### src/rtl/instr_fetch_unit.sv
// Instruction fetch front end for the multicycle MIPS datapath.
// Fetches one word at the current PC over a read/waitrequest handshake,
// latches it into the instruction register and hands PC+PC_STEP back to
// the PC register with a one-cycle write strobe. All outputs are registered.
module instr_fetch_unit #(
    parameter int ADDR_W      = 32,
    parameter int DATA_W      = 32,
    parameter int PC_STEP     = 4,
    parameter int STALL_CNT_W = 16
) (
    input  logic                   clk,
    input  logic                   reset,
    input  logic [ADDR_W-1:0]      cur_pc_val,
    input  logic                   fetch_req,
    input  logic                   flush,
    output logic [ADDR_W-1:0]      mem_address,
    output logic                   mem_read,
    input  logic                   mem_waitrequest,
    input  logic [DATA_W-1:0]      mem_readdata,
    output logic [ADDR_W-1:0]      nxt_pc_val,
    output logic                   pc_ctrl,
    output logic [DATA_W-1:0]      instr,
    output logic                   instr_valid,
    output logic                   fetch_busy,
    output logic                   misaligned_err,
    output logic [STALL_CNT_W-1:0] stall_cycles
);

    typedef enum logic [1:0] {
        IDLE   = 2'd0,
        REQ    = 2'd1,
        UPDATE = 2'd2,
        ERR    = 2'd3
    } state_t;

    state_t            state;
    logic [ADDR_W-1:0] pc_q;        // PC captured at fetch start; later cur_pc_val changes are ignored
    logic              flush_pend;  // a redirect arrived while the read was still outstanding

    // The captured PC doubles as the memory address so it stays stable for the whole request.
    assign mem_address = pc_q;

    // Fetch sequencer: IDLE -> REQ (wait for memory) -> UPDATE -> IDLE, or IDLE -> ERR -> IDLE.
    always_ff @(posedge clk) begin
        if (reset) begin
            state          <= IDLE;
            pc_q           <= '0;
            flush_pend     <= 1'b0;
            mem_read       <= 1'b0;
            nxt_pc_val     <= '0;
            pc_ctrl        <= 1'b0;
            instr          <= '0;
            instr_valid    <= 1'b0;
            fetch_busy     <= 1'b0;
            misaligned_err <= 1'b0;
            stall_cycles   <= '0;
        end else begin
            // Strobes default low so each one lasts exactly one cycle.
            pc_ctrl        <= 1'b0;
            instr_valid    <= 1'b0;
            misaligned_err <= 1'b0;

            case (state)
                IDLE: begin
                    if (fetch_req) begin
                        fetch_busy <= 1'b1;
                        if (cur_pc_val[1:0] == 2'b00) begin
                            pc_q     <= cur_pc_val;
                            mem_read <= 1'b1;
                            state    <= REQ;
                        end else begin
                            // Unaligned PC: refuse without touching memory.
                            misaligned_err <= 1'b1;
                            state          <= ERR;
                        end
                    end
                end

                REQ: begin
                    // The request cannot be withdrawn once issued, so a flush is only remembered.
                    if (flush) begin
                        flush_pend <= 1'b1;
                    end
                    if (mem_waitrequest) begin
                        if (stall_cycles != '1) begin
                            stall_cycles <= stall_cycles + STALL_CNT_W'(1);
                        end
                    end else begin
                        mem_read <= 1'b0;
                        state    <= UPDATE;
                        if (!(flush_pend || flush)) begin
                            instr       <= mem_readdata;
                            instr_valid <= 1'b1;
                            pc_ctrl     <= 1'b1;
                            nxt_pc_val  <= pc_q + ADDR_W'(PC_STEP);
                        end
                    end
                end

                UPDATE: begin
                    flush_pend <= 1'b0;
                    fetch_busy <= 1'b0;
                    state      <= IDLE;
                end

                ERR: begin
                    fetch_busy <= 1'b0;
                    state      <= IDLE;
                end

                default: begin
                    fetch_busy <= 1'b0;
                    state      <= IDLE;
                end
            endcase
        end
    end

endmodule
### config.mk
export PLATFORM = sky130hd
export DESIGN_NAME = instr_fetch_unit
export DESIGN_NICKNAME = d
export VERILOG_FILES = /design/src/rtl/instr_fetch_unit.sv
export SDC_FILE = /design/constraint.sdc
export NUM_CORES = 1
export LEC_CHECK = 0
export BUFFER_PORTS_ARGS = -buffer_cell sky130_fd_sc_hd__buf_4
export CORE_ASPECT_RATIO = 1.25
export CORE_UTILIZATION = 53
export CTS_CLUSTER_SIZE = 24
export DETAILED_ROUTE_END_ITERATION = 10
export PLACE_DENSITY = 0.85
export SETUP_SLACK_MARGIN = 0.5
export SYNTH_ARGS = -nofsm -noshare
export SYNTH_HDL_FRONTEND = slang
export SYNTH_SLANG_ARGS = --single-unit
### constraint.sdc
create_clock -name clk -period 6.15 [get_ports clk]
set_input_delay 0.3075 -clock clk [delete_from_list [all_inputs] [get_ports clk]]
set_output_delay 0.3075 -clock clk [all_outputs]
set_load 0.1 [all_outputs]
==> results_dict.tcl <==
set metrics [dict create \
    outcome "finished clean" \
    post_cts_buffers 0 \
    cts_buffers 17 \
    crit_buf_inv 1 \
    cts_root_buffer "clkbuf_16" \
    ys_seq_elements 119 \
    synthCells 616 \
    vias_per_cell 5.52 \
    final_cell_mix "buf_4 (189), nand2_1 (143), dfxtp_1 (119)" \
    place_congestion 0.911 \
    rows 39 \
    hold_viol 0 \
    ant_nets 0 \
    place_hpwl_mm 9.27 \
    worstPathMaxFanout 59 \
    grt_start_max_net_pins 126 \
    final_common_cell "buf_4" \
    worst_pin_slew_ns 1.28 \
    arrival_ns 2.83 \
    die_w_um 88.4 \
    core-area_um2 9130 \
    drive_gt1_share_pct 28.9 \
    antenna_cells 0 \
    power_density_nw_per_um2 296 \
    synth_area_per_cell_um2 8.03 \
    cts_tree "yes" \
    area_growth_pct 40.4 \
    routed_wl_mm 13.7 \
    utilization_pct 76.1 \
    dieArea_um2 9720 \
    grt_use_total_pct 27.9 \
    crit_family "simple AND/OR/NAND/NOR gates" \
    fin_crit_ns 2.60 \
    cts_sinks 119 \
    finalCritPeriodShare_pct 42.3 \
    gr-total-overflow 0 \
    finalSetupViolCount 0 \
    rsz0062_at_grt "no" \
    hp-class "input pin to flop" \
    portBuffers 185 \
    yosysUniqueCellTypes 39 \
    htreeDepth 4 \
    slew_headroom_pct 14.6 \
    wl_per_cell_um 15.0 \
    cts.path.max_buffers 2 \
    ys_seq_area_share_pct 48.2 \
    nets 852 \
    multi_input_area_um2 2360 \
    regArea_um2 2380 \
    clk_latency_ns 0.41 \
    timing.fmax_ghz 0.385 \
    cp-start-kind "flop" \
    cts_hold_buf 0 \
    nFillCells 691 \
    end_kind "flop" \
    drc 0 \
    hold_ws_ns 0.143 \
    critPathKind "flop to flop" \
    required_ns 6.38 \
    die_h_um 110 \
    post_cts_resized 0 \
    leakage_nw 2.69 \
    drtPass1Iterations 5 \
    path_clk_slew_ns 0.05 \
    slowest_stage "and2_2" \
    yosysWarnings 0 \
    vias 5057 \
    crit_chain "nor3b_1, and2_2, buf_4, and4_1, nor4_1" \
    max_stage_delay_ns 0.63 \
    final_max_slew_viol_count 0 \
    io_pins 186 \
    ir_drop_v 0.000206 \
    maxCapViolCount 0 \
    finClkSkew_ns 0.00810 \
    synth_area_um2 4950 \
    start_util_pct 54.2 \
    grt_pass1_vias 4599 \
    setup_tns_ns 0 \
    antenna_found_initial 0 \
    syn-num-nets 687 \
    drt_iter0_drc 296 \
    grt_pass1_wl_mm 20.8 \
]
[through the flow]
| step | area, um2 | std cells | total power, W | setup slack [ns] |
|---|---|---|---|---|
| global placement | 6360 | 885 | 0.00109 | 3.70 |
| CTS | 6940 | 916 | 0.00206 | 3.55 |
| detailed placement | 6360 | 885 | 0.00109 | 3.57 |
| global route | 6940 | 916 | 0.00212 | 3.29 |
| floorplan | 4950 | 616 | 0.00101 | 3.29 |
| finish | 6940 | 916 | 0.00205 | 3.55 |
[worst reg2reg max path, stage by stage (launching register included)]
cell and delay (ns):
dfxtp_1 0.46, nor3b_1 0.41, and2_2 0.63, buf_4 0.57, and4_1 0.30, nor4_1 0.06
[sequential cells by signal, indices dropped and copies added, names as in the netlist]
| signal | flops |
|---|---|
| mem_read | 1 |
| instr_valid | 1 |
| instr | 32 |
| misaligned_err | 1 |
| stall_cycles | 16 |
| state | 2 |
| mem_address | 32 |
| fetch_busy | 1 |
| nxt_pc_val | 32 |
| flush_pend | 1 |
[cells by family after synthesis]
| logic type | count (synthesis) | synth area share (%) |
|---|---|---|
| simple gates | 286 | 26.9 |
| buf+inv | 54 | 4.25 |
| fa+ha+maj | 2 | 0.506 |
| mux | 6 | 1.34 |
| compound gates | 135 | 16.3 |
| flops | 119 | 48.2 |
| xor+xnor | 14 | 2.48 |
[path summary, 6_finish.rpt]
path | start | to | slack (ns) | cells past startpoint
worst max-delay path | state[0] | nxt_pc_val[25] | 3.55 | 5
worst min-delay path | mem_readdata[24] | instr[24] | 0.14 | 3
worst max register to register | state[0] | nxt_pc_val[25] | 3.55 | 5
worst min register to register | instr[0] | instr[0] | 0.45 | 2
[routing by layer]
metal	vias to the layer above	part of all wire [%]	track usage (%)
met5	-	0	0
met4	0	3.0	15.1
met3	35	5.6	7.45
met2	193	53	49.9
met1	2343	38	29.6
li1	2486	-	-
[cell usage after synthesis (all sizes together)]
cell type,n,area (um2)
a21boi,1,7.51
o21bai,1,7.51
a31oi,1,6.26
xor2,3,26.3
or4,13,97.6
xnor2,11,96.3
mux2,5,56.3
nand3,17,85.1
nand2b,6,37.5
o41ai,3,26.3
o31a,1,8.76
or3,12,75.1
dfxtp,119,2380
and2,2,12.5
or2,1,6.26
nor3b,4,30.0
ha,2,25.0
and4,3,26.3
a311oi,10,87.6
mux2i,1,10.0
nand2,143,537
a2111oi,1,8.76
and3,3,18.8
o31ai,8,60.1
a21oi,77,385
a211oi,20,150
nor4,10,62.6
nor2b,5,31.3
inv,11,41.3
nor2,44,165
o21ai,12,60.1
and3b,1,8.76
clkbuf,37,139
nand4,12,87.6
buf,6,30.0
nor3,10,50.1
[report_power, final]
part | internal [W] | switching, W | total [W]
Sequential | 0.000793 | 0.0000202 | 0.000813
Combinational | 0.0000702 | 0.000195 | 0.000265
Clock | 0.000649 | 0.000328 | 0.000977
[final cells by class]
cell class	count	share of cell area, %
inverters	11	0.595
well taps	123	2.22
multi-input cells	443	34.0
repair buffers	189	20.4
clock inverters	11	1.87
clock buffers	20	6.58
flip-flops and latches	119	34.3
(Power assumes the default switching activity.)
